$ cat src/rtl/halfduplex_port.sv
// Half-duplex tristate pad port: one command at a time, write drive with bus turnaround, read sample.
// Optional macro HALFDUPLEX_PORT_SYNC_EN puts a 2-flop synchronizer on the pad input.
module halfduplex_port #(
  parameter int unsigned N  = 8,
  parameter int unsigned TA = 2
) (
  input  logic         clk,
  input  logic         reset,
  input  logic         cmd_valid,
  output logic         cmd_ready,
  input  logic         cmd_write,
  input  logic [N-1:0] cmd_data,
  output logic         rsp_valid,
  input  logic         rsp_ready,
  output logic [N-1:0] rsp_data,
  output logic         strobe,
  output logic [N-1:0] oe,
  output logic [N-1:0] out,
  input  logic [N-1:0] in
);

  localparam int unsigned CNT_W = 4;
`ifdef HALFDUPLEX_PORT_SYNC_EN
  localparam int unsigned SYNC_STAGES = 2;
`else
  localparam int unsigned SYNC_STAGES = 1;
`endif
  localparam logic [CNT_W-1:0] TURN_LOAD = CNT_W'(TA - 1);
  localparam logic [CNT_W-1:0] WAIT_LOAD = CNT_W'(SYNC_STAGES - 1);

  typedef enum logic [2:0] {
    IDLE, WR_SETUP, WR_STROBE, WR_HOLD, TURN, RD_STROBE, RD_WAIT, RD_RSP
  } state_t;

  state_t           state, state_n;
  logic [CNT_W-1:0] cnt, cnt_n;
  logic [N-1:0]     sync_q;
  logic [N-1:0]     oe_n, out_n, rsp_data_n;
  logic             strobe_n, cmd_ready_n, rsp_valid_n;
  logic             accept, drive_n;

  // Pad input capture
`ifdef HALFDUPLEX_PORT_SYNC_EN
  logic [N-1:0] sync_meta;
  always_ff @(posedge clk or posedge reset) begin
    if (reset) begin
      sync_meta <= '0;
      sync_q    <= '0;
    end else begin
      sync_meta <= in;
      sync_q    <= sync_meta;
    end
  end
`else
  always_ff @(posedge clk or posedge reset) begin
    if (reset) sync_q <= '0;
    else       sync_q <= in;
  end
`endif

  // State, counter and registered outputs
  always_ff @(posedge clk or posedge reset) begin
    if (reset) begin
      state     <= IDLE;
      cnt       <= '0;
      oe        <= '0;
      out       <= '0;
      strobe    <= 1'b0;
      cmd_ready <= 1'b0;
      rsp_valid <= 1'b0;
      rsp_data  <= '0;
    end else begin
      state     <= state_n;
      cnt       <= cnt_n;
      oe        <= oe_n;
      out       <= out_n;
      strobe    <= strobe_n;
      cmd_ready <= cmd_ready_n;
      rsp_valid <= rsp_valid_n;
      rsp_data  <= rsp_data_n;
    end
  end

  // Next state; outputs are decoded from the next state so they are valid in the state's own cycle
  always_comb begin
    state_n     = state;
    cnt_n       = cnt;
    rsp_data_n  = rsp_data;
    oe_n        = '0;
    out_n       = '0;
    strobe_n    = 1'b0;
    cmd_ready_n = 1'b0;
    rsp_valid_n = 1'b0;
    drive_n     = 1'b0;
    accept      = cmd_valid & cmd_ready;

    case (state)
      IDLE:      if (accept) state_n = cmd_write ? WR_SETUP : RD_STROBE;
      WR_SETUP:  state_n = WR_STROBE;
      WR_STROBE: state_n = WR_HOLD;
      WR_HOLD: begin
        state_n = TURN;
        cnt_n   = TURN_LOAD;
      end
      TURN: begin
        if (cnt == '0) state_n = IDLE;
        else           cnt_n   = CNT_W'(cnt - 1'b1);
      end
      RD_STROBE: begin
        state_n = RD_WAIT;
        cnt_n   = WAIT_LOAD;
      end
      RD_WAIT: begin
        if (cnt == '0) begin
          state_n    = RD_RSP;
          rsp_data_n = sync_q;
        end else begin
          cnt_n = CNT_W'(cnt - 1'b1);
        end
      end
      RD_RSP:    if (rsp_ready) state_n = IDLE;
      default:   state_n = IDLE;
    endcase

    drive_n     = (state_n == WR_SETUP) || (state_n == WR_STROBE) || (state_n == WR_HOLD);
    oe_n        = drive_n ? '1 : '0;
    strobe_n    = (state_n == WR_STROBE) || (state_n == RD_STROBE);
    cmd_ready_n = (state_n == IDLE);
    rsp_valid_n = (state_n == RD_RSP);

    // out doubles as the write-data latch: loaded on acceptance, held while driving
    if (state == IDLE && accept && cmd_write) out_n = cmd_data;
    else if (drive_n)                         out_n = out;
  end

endmodule
$ cat config.mk
export PLATFORM = sky130hd
export DESIGN_NAME = halfduplex_port
export DESIGN_NICKNAME = d
export VERILOG_FILES = /design/src/rtl/halfduplex_port.sv
export SDC_FILE = /design/constraint.sdc
export NUM_CORES = 1
export LEC_CHECK = 0
export CAP_MARGIN = 20
export CELL_PAD_IN_SITES_DETAIL_PLACEMENT = 1
export CELL_PAD_IN_SITES_GLOBAL_PLACEMENT = 2
export CORE_MARGIN = 2
export CORE_UTILIZATION = 32
export DETAILED_ROUTE_END_ITERATION = 10
export PLACE_DENSITY = 0.94
export SLEW_MARGIN = 0
export SYNTH_ARGS = -nofsm -noshare
export SYNTH_HDL_FRONTEND = slang
export SYNTH_SLANG_ARGS = --single-unit
$ cat constraint.sdc
create_clock -name clk -period 4.8 [get_ports clk]
set_input_delay 1.44 -clock clk [delete_from_list [all_inputs] [get_ports clk]]
set_output_delay 1.44 -clock clk [all_outputs]
set_load 0.05 [all_outputs]
**Word level (Yosys, flattened, before mapping)**

Cells that the tools add are included.

- Register bits: 42
- Input bits: 21
- Output and inout port bits: 27
- Word-level logic and storage cells: 48

- Add/sub/neg operators: 1
- Equality and inequality tests: 14
- Muxes and demuxes: 11
- Bitwise operators: 1
- Reductions and logical operators: 12

Operators by type and width:

| operator | number |
|---|---|
| 8-bit two-way mux | 3 |
| 3-bit one-hot mux with 8 select lines | 1 |
| 3-bit equality test (second input constant) | 6 |
| 3-bit two-way mux | 5 |
| 3-bit by 2-bit equality test with 1-bit output (second input constant) | 4 |
| 4-bit one-hot mux with 3 select lines | 1 |
| 3-bit by 1-bit equality test with 1-bit output (second input constant) | 2 |
| 3-bit zero test | 2 |
| 4-bit zero test | 1 |
| 4-bit two-way mux | 1 |
| 2-bit AND reduction | 2 |
| 4-bit by 1-bit subtractor with 4-bit output (second input constant) | 1 |
| 1-bit logical OR | 3 |
| 3-bit nonzero test | 1 |
| 1-bit logical AND | 2 |
| 2-bit by 1-bit != test with 1-bit output (second input constant) | 1 |
| 2-bit != test (second input constant) | 1 |
| 2-bit OR reduction | 1 |
| 1-bit AND | 1 |

**Logic depth before layout (Yosys ltp)**

- Word-level depth: 8
- Depth in mapped cells: 6
- Mapped depth without buffers: 5

**Worst setup path after synthesis**

OpenSTA, ideal clock, no wires.

- Kind: reg-to-output
- Start point: register, netlist name oe[6]
- End point: output oe[1]
- Arrival: 0.996 ns
- Required time: 3.360 ns
- Setup slack: 2.364 ns
- Stages on the path, launching flop included: 2
- Buffers on the path: 1
- Path through: dfrtp_1 > buf_4

RTL lines:

| element | RTL line | source |
|---|---|---|
| to (decl) | 17 | `output logic [N-1:0] oe,` |

==> impl_metrics.toml <==
[status]
status = "complete, no violations"

[logic_synthesis]
synth.distinct_cells = 38
synth_nets = 147
syn_area_um2 = 1570
yosysWarnings = 0
ys_ff_latch = 35
yosysSeqAreaShare = 0.559
synthesis.instances = 124
avgSynthCellArea_um2 = 12.6

[worst_setup_path]
rrSetupSlack_ps = 2620
rr_startpoint = "cnt[1]"
path_buf_inv = 1
crit_slowest_cell = "clkdlybuf4s50_1"
r2r_end = "rsp_data[2]"
crit_path_cell_trace = "clkdlybuf4s50_1"
worst_r2r_path_depth = 5
crit_required_ps = 3360
critPathMaxStageDelay_ps = 840
cp_max_fo = 8
crit_arrival_ps = 1570
path_class = "flip-flop to output port"
startpoint_type = "flip-flop"
crit_family = "buffers and inverters"
cp-end-kind = "output port"

[grt]
grt-ovfl-total = 0
antenna_found_initial = 0
grt_max_degree = 36
grt_pass1_wl_um = 5870
grtUsageTotal = 0.146
grt_pass1_vias = 1187

[hold_path]
worstHoldStart = "sync_q[7]"
hold_path_end = "rsp_data[7]"
hold_class = "flip-flop to flip-flop"
holdPathStages = 1

[sta]
rsz0062_at_grt = "no"
worst_slew_pin_slew_ps = 672
fin_hold_ws_ps = 481
slew_viol_final = 0
min_period_ps = 3010
clock.fmax_ghz = 0.332
final-hold-violation-count = 0
setup_tns_ps = 0
setup_viol_count_final = 0
slew-limit-headroom = 0.552
fin_skew_ps = 5.58
period_share = 0.627

[floorplanning]
ios = 48
die_h_um = 74.0
start_util = 0.332
coreArea_um2 = 4720
die_width_um = 74.0
rows = 25
dieArea_um2 = 5480

[clock_tree]
cts_buffers = 5
insertion_delay_ps = 290
cts_resized = 0
holdBufCountCts = 0
cts_buffer_depth = 2
clock-sinks = 35
tritoncts = "yes"
path_clk_slew_ps = 70
cts_setup_buffers = 0
h-tree-depth = 2
cts_root_buf = "clkbuf_8"

[power]
power_switching_mw = 0.652
pwr-share-comb = 0.495
irDropWorstVdd_uv = 261
leakagePower_nw = 0.922
p_sw_frac = 0.437
pwr_density_cell_nw_per_um2 = 698
p_seq_frac = 0.323
p_int_mw = 0.841
pwr-share-clk = 0.182

[drt]
wl_per_cell_um = 15.9
drcViolationCount = 0
vias_per_cell = 4.93
via_count = 1144
final_antenna_net_count = 0
wirelength_um = 3700
detail_route.iter0.violations = 28
first_pass_iters = 4

[place]
place_congestion = 0.804
io_buffers = 47
dp_hpwl_um = 2580

[layout]
layout-drive-gt1-share = 0.133
finalNetCount = 187
syn2layout_area_growth_pct = 36.5
n_antenna_cell = 0

[run]
maxCapViolCount = 0
kinds of logic after synthesis:
family,synth area share
AO/OA/AOI/OAI,0.145
XOR/XNOR,0.00559
adder cells (fa/ha/maj),0.0160
buffers and inverters,0.0782
flip-flops,0.559
multiplexers,0.0830
AND/OR/NAND/NOR,0.113
Yosys cell counts:
cell type	number	share of area
a221o_1	1	0.0064
xnor2_1	1	0.0056
nor2b_4	1	0.0088
o21a_1	1	0.0048
nand2b_1	1	0.0040
buf_6	2	0.014
buf_4	8	0.038
a211oi_1	2	0.0096
mux2_4	8	0.077
o2bb2ai_1	1	0.0056
nor4b_1	1	0.0056
and2_1	1	0.0040
buf_2	5	0.016
and3_1	2	0.0080
dfrtp_1	35	0.56
o22ai_1	1	0.0040
o21ai_1	2	0.0064
nor2b_1	1	0.0040
nor4_1	1	0.0040
a2111oi_2	1	0.0096
a211o_1	2	0.011
inv_1	4	0.0096
nor2_1	9	0.022
a32oi_1	1	0.0056
a211oi_2	1	0.0080
nor3b_2	1	0.0080
o32ai_1	1	0.0056
o21ai_0	1	0.0032
nor3_1	2	0.0064
a21oi_1	3	0.0096
and4_1	2	0.011
a22o_1	10	0.056
or3b_1	1	0.0056
mux2i_1	1	0.0064
nand3_1	2	0.0064
nor3_2	1	0.0064
ha_1	2	0.016
nand2_1	4	0.0096
power by group through the flow:
stage / clock network [mW] / logic, mW / registers (mW)
after detailed placement: 0 / 0.738 / 0.486
final: 0.271 / 0.739 / 0.483
after CTS: 0.280 / 0.745 / 0.482
after global routing: 0.290 / 0.787 / 0.499
after floorplan: 0 / 0.457 / 0.591
after global placement: 0 / 0.719 / 0.477
registers in the layout (all words and copies together), names as in the netlist:
register,cells
state,3
rsp_data,8
cnt,4
strobe,1
cmd_ready,1
sync_q,8
oe,1
rsp_valid,1
out,8
through the flow:
stage	total power, mW	instance area (µm²)	util	worst slack, ps	instances
floorplan	1.05	1570	-	2360	124
global placement	1.20	2020	0.428	2110	224
detailed placement	1.22	2020	0.428	2080	224
CTS	1.51	2140	0.453	1770	232
global route	1.58	2140	0.453	1720	232
finish	1.49	2140	0.453	1790	232
final cells by class:
class	instances	area, µm²
inverter	4	15.0
timing repair buffer	48	478
sequential	35	876
fill	496	2580
clock buffer	6	82.6
multi-input combinational	70	569
tap	67	83.8
clock inverter	2	35.0
metal layers:
metal,vias up,wire length [µm],track usage
li1,520,-,-
met1,574,1490,0.165
met2,41,1910,0.255
met3,9,202,0.0420
met4,0,96,0.0687
met5,-,0,0
how the worst max path moves through the flow:
stage	startpoint	cells past startpoint	to
floorplan	oe[6]	1	oe[1]
global route	oe[6]	1	oe[4]
global placement	oe[6]	1	oe[6]
CTS	oe[6]	1	oe[2]
finish	oe[6]	1	oe[2]
detailed placement	oe[6]	1	oe[2]
cells in the final DEF, fill, tap and decap left out, types with 2 or more instances in the layout:
cell,n
and3_1,2
inv_1,4
a21oi_1,3
a211oi_1,2
nor2_1,9
clkdlybuf4s50_1,47
o21ai_1,2
a22o_1,10
dfrtp_1,35
mux2_4,8
nor3_1,2
ha_1,2
nand3_1,2
and4_1,2
a211o_1,2
clkbuf_8,6
nand2_1,4
(Power assumes the default switching activity.)
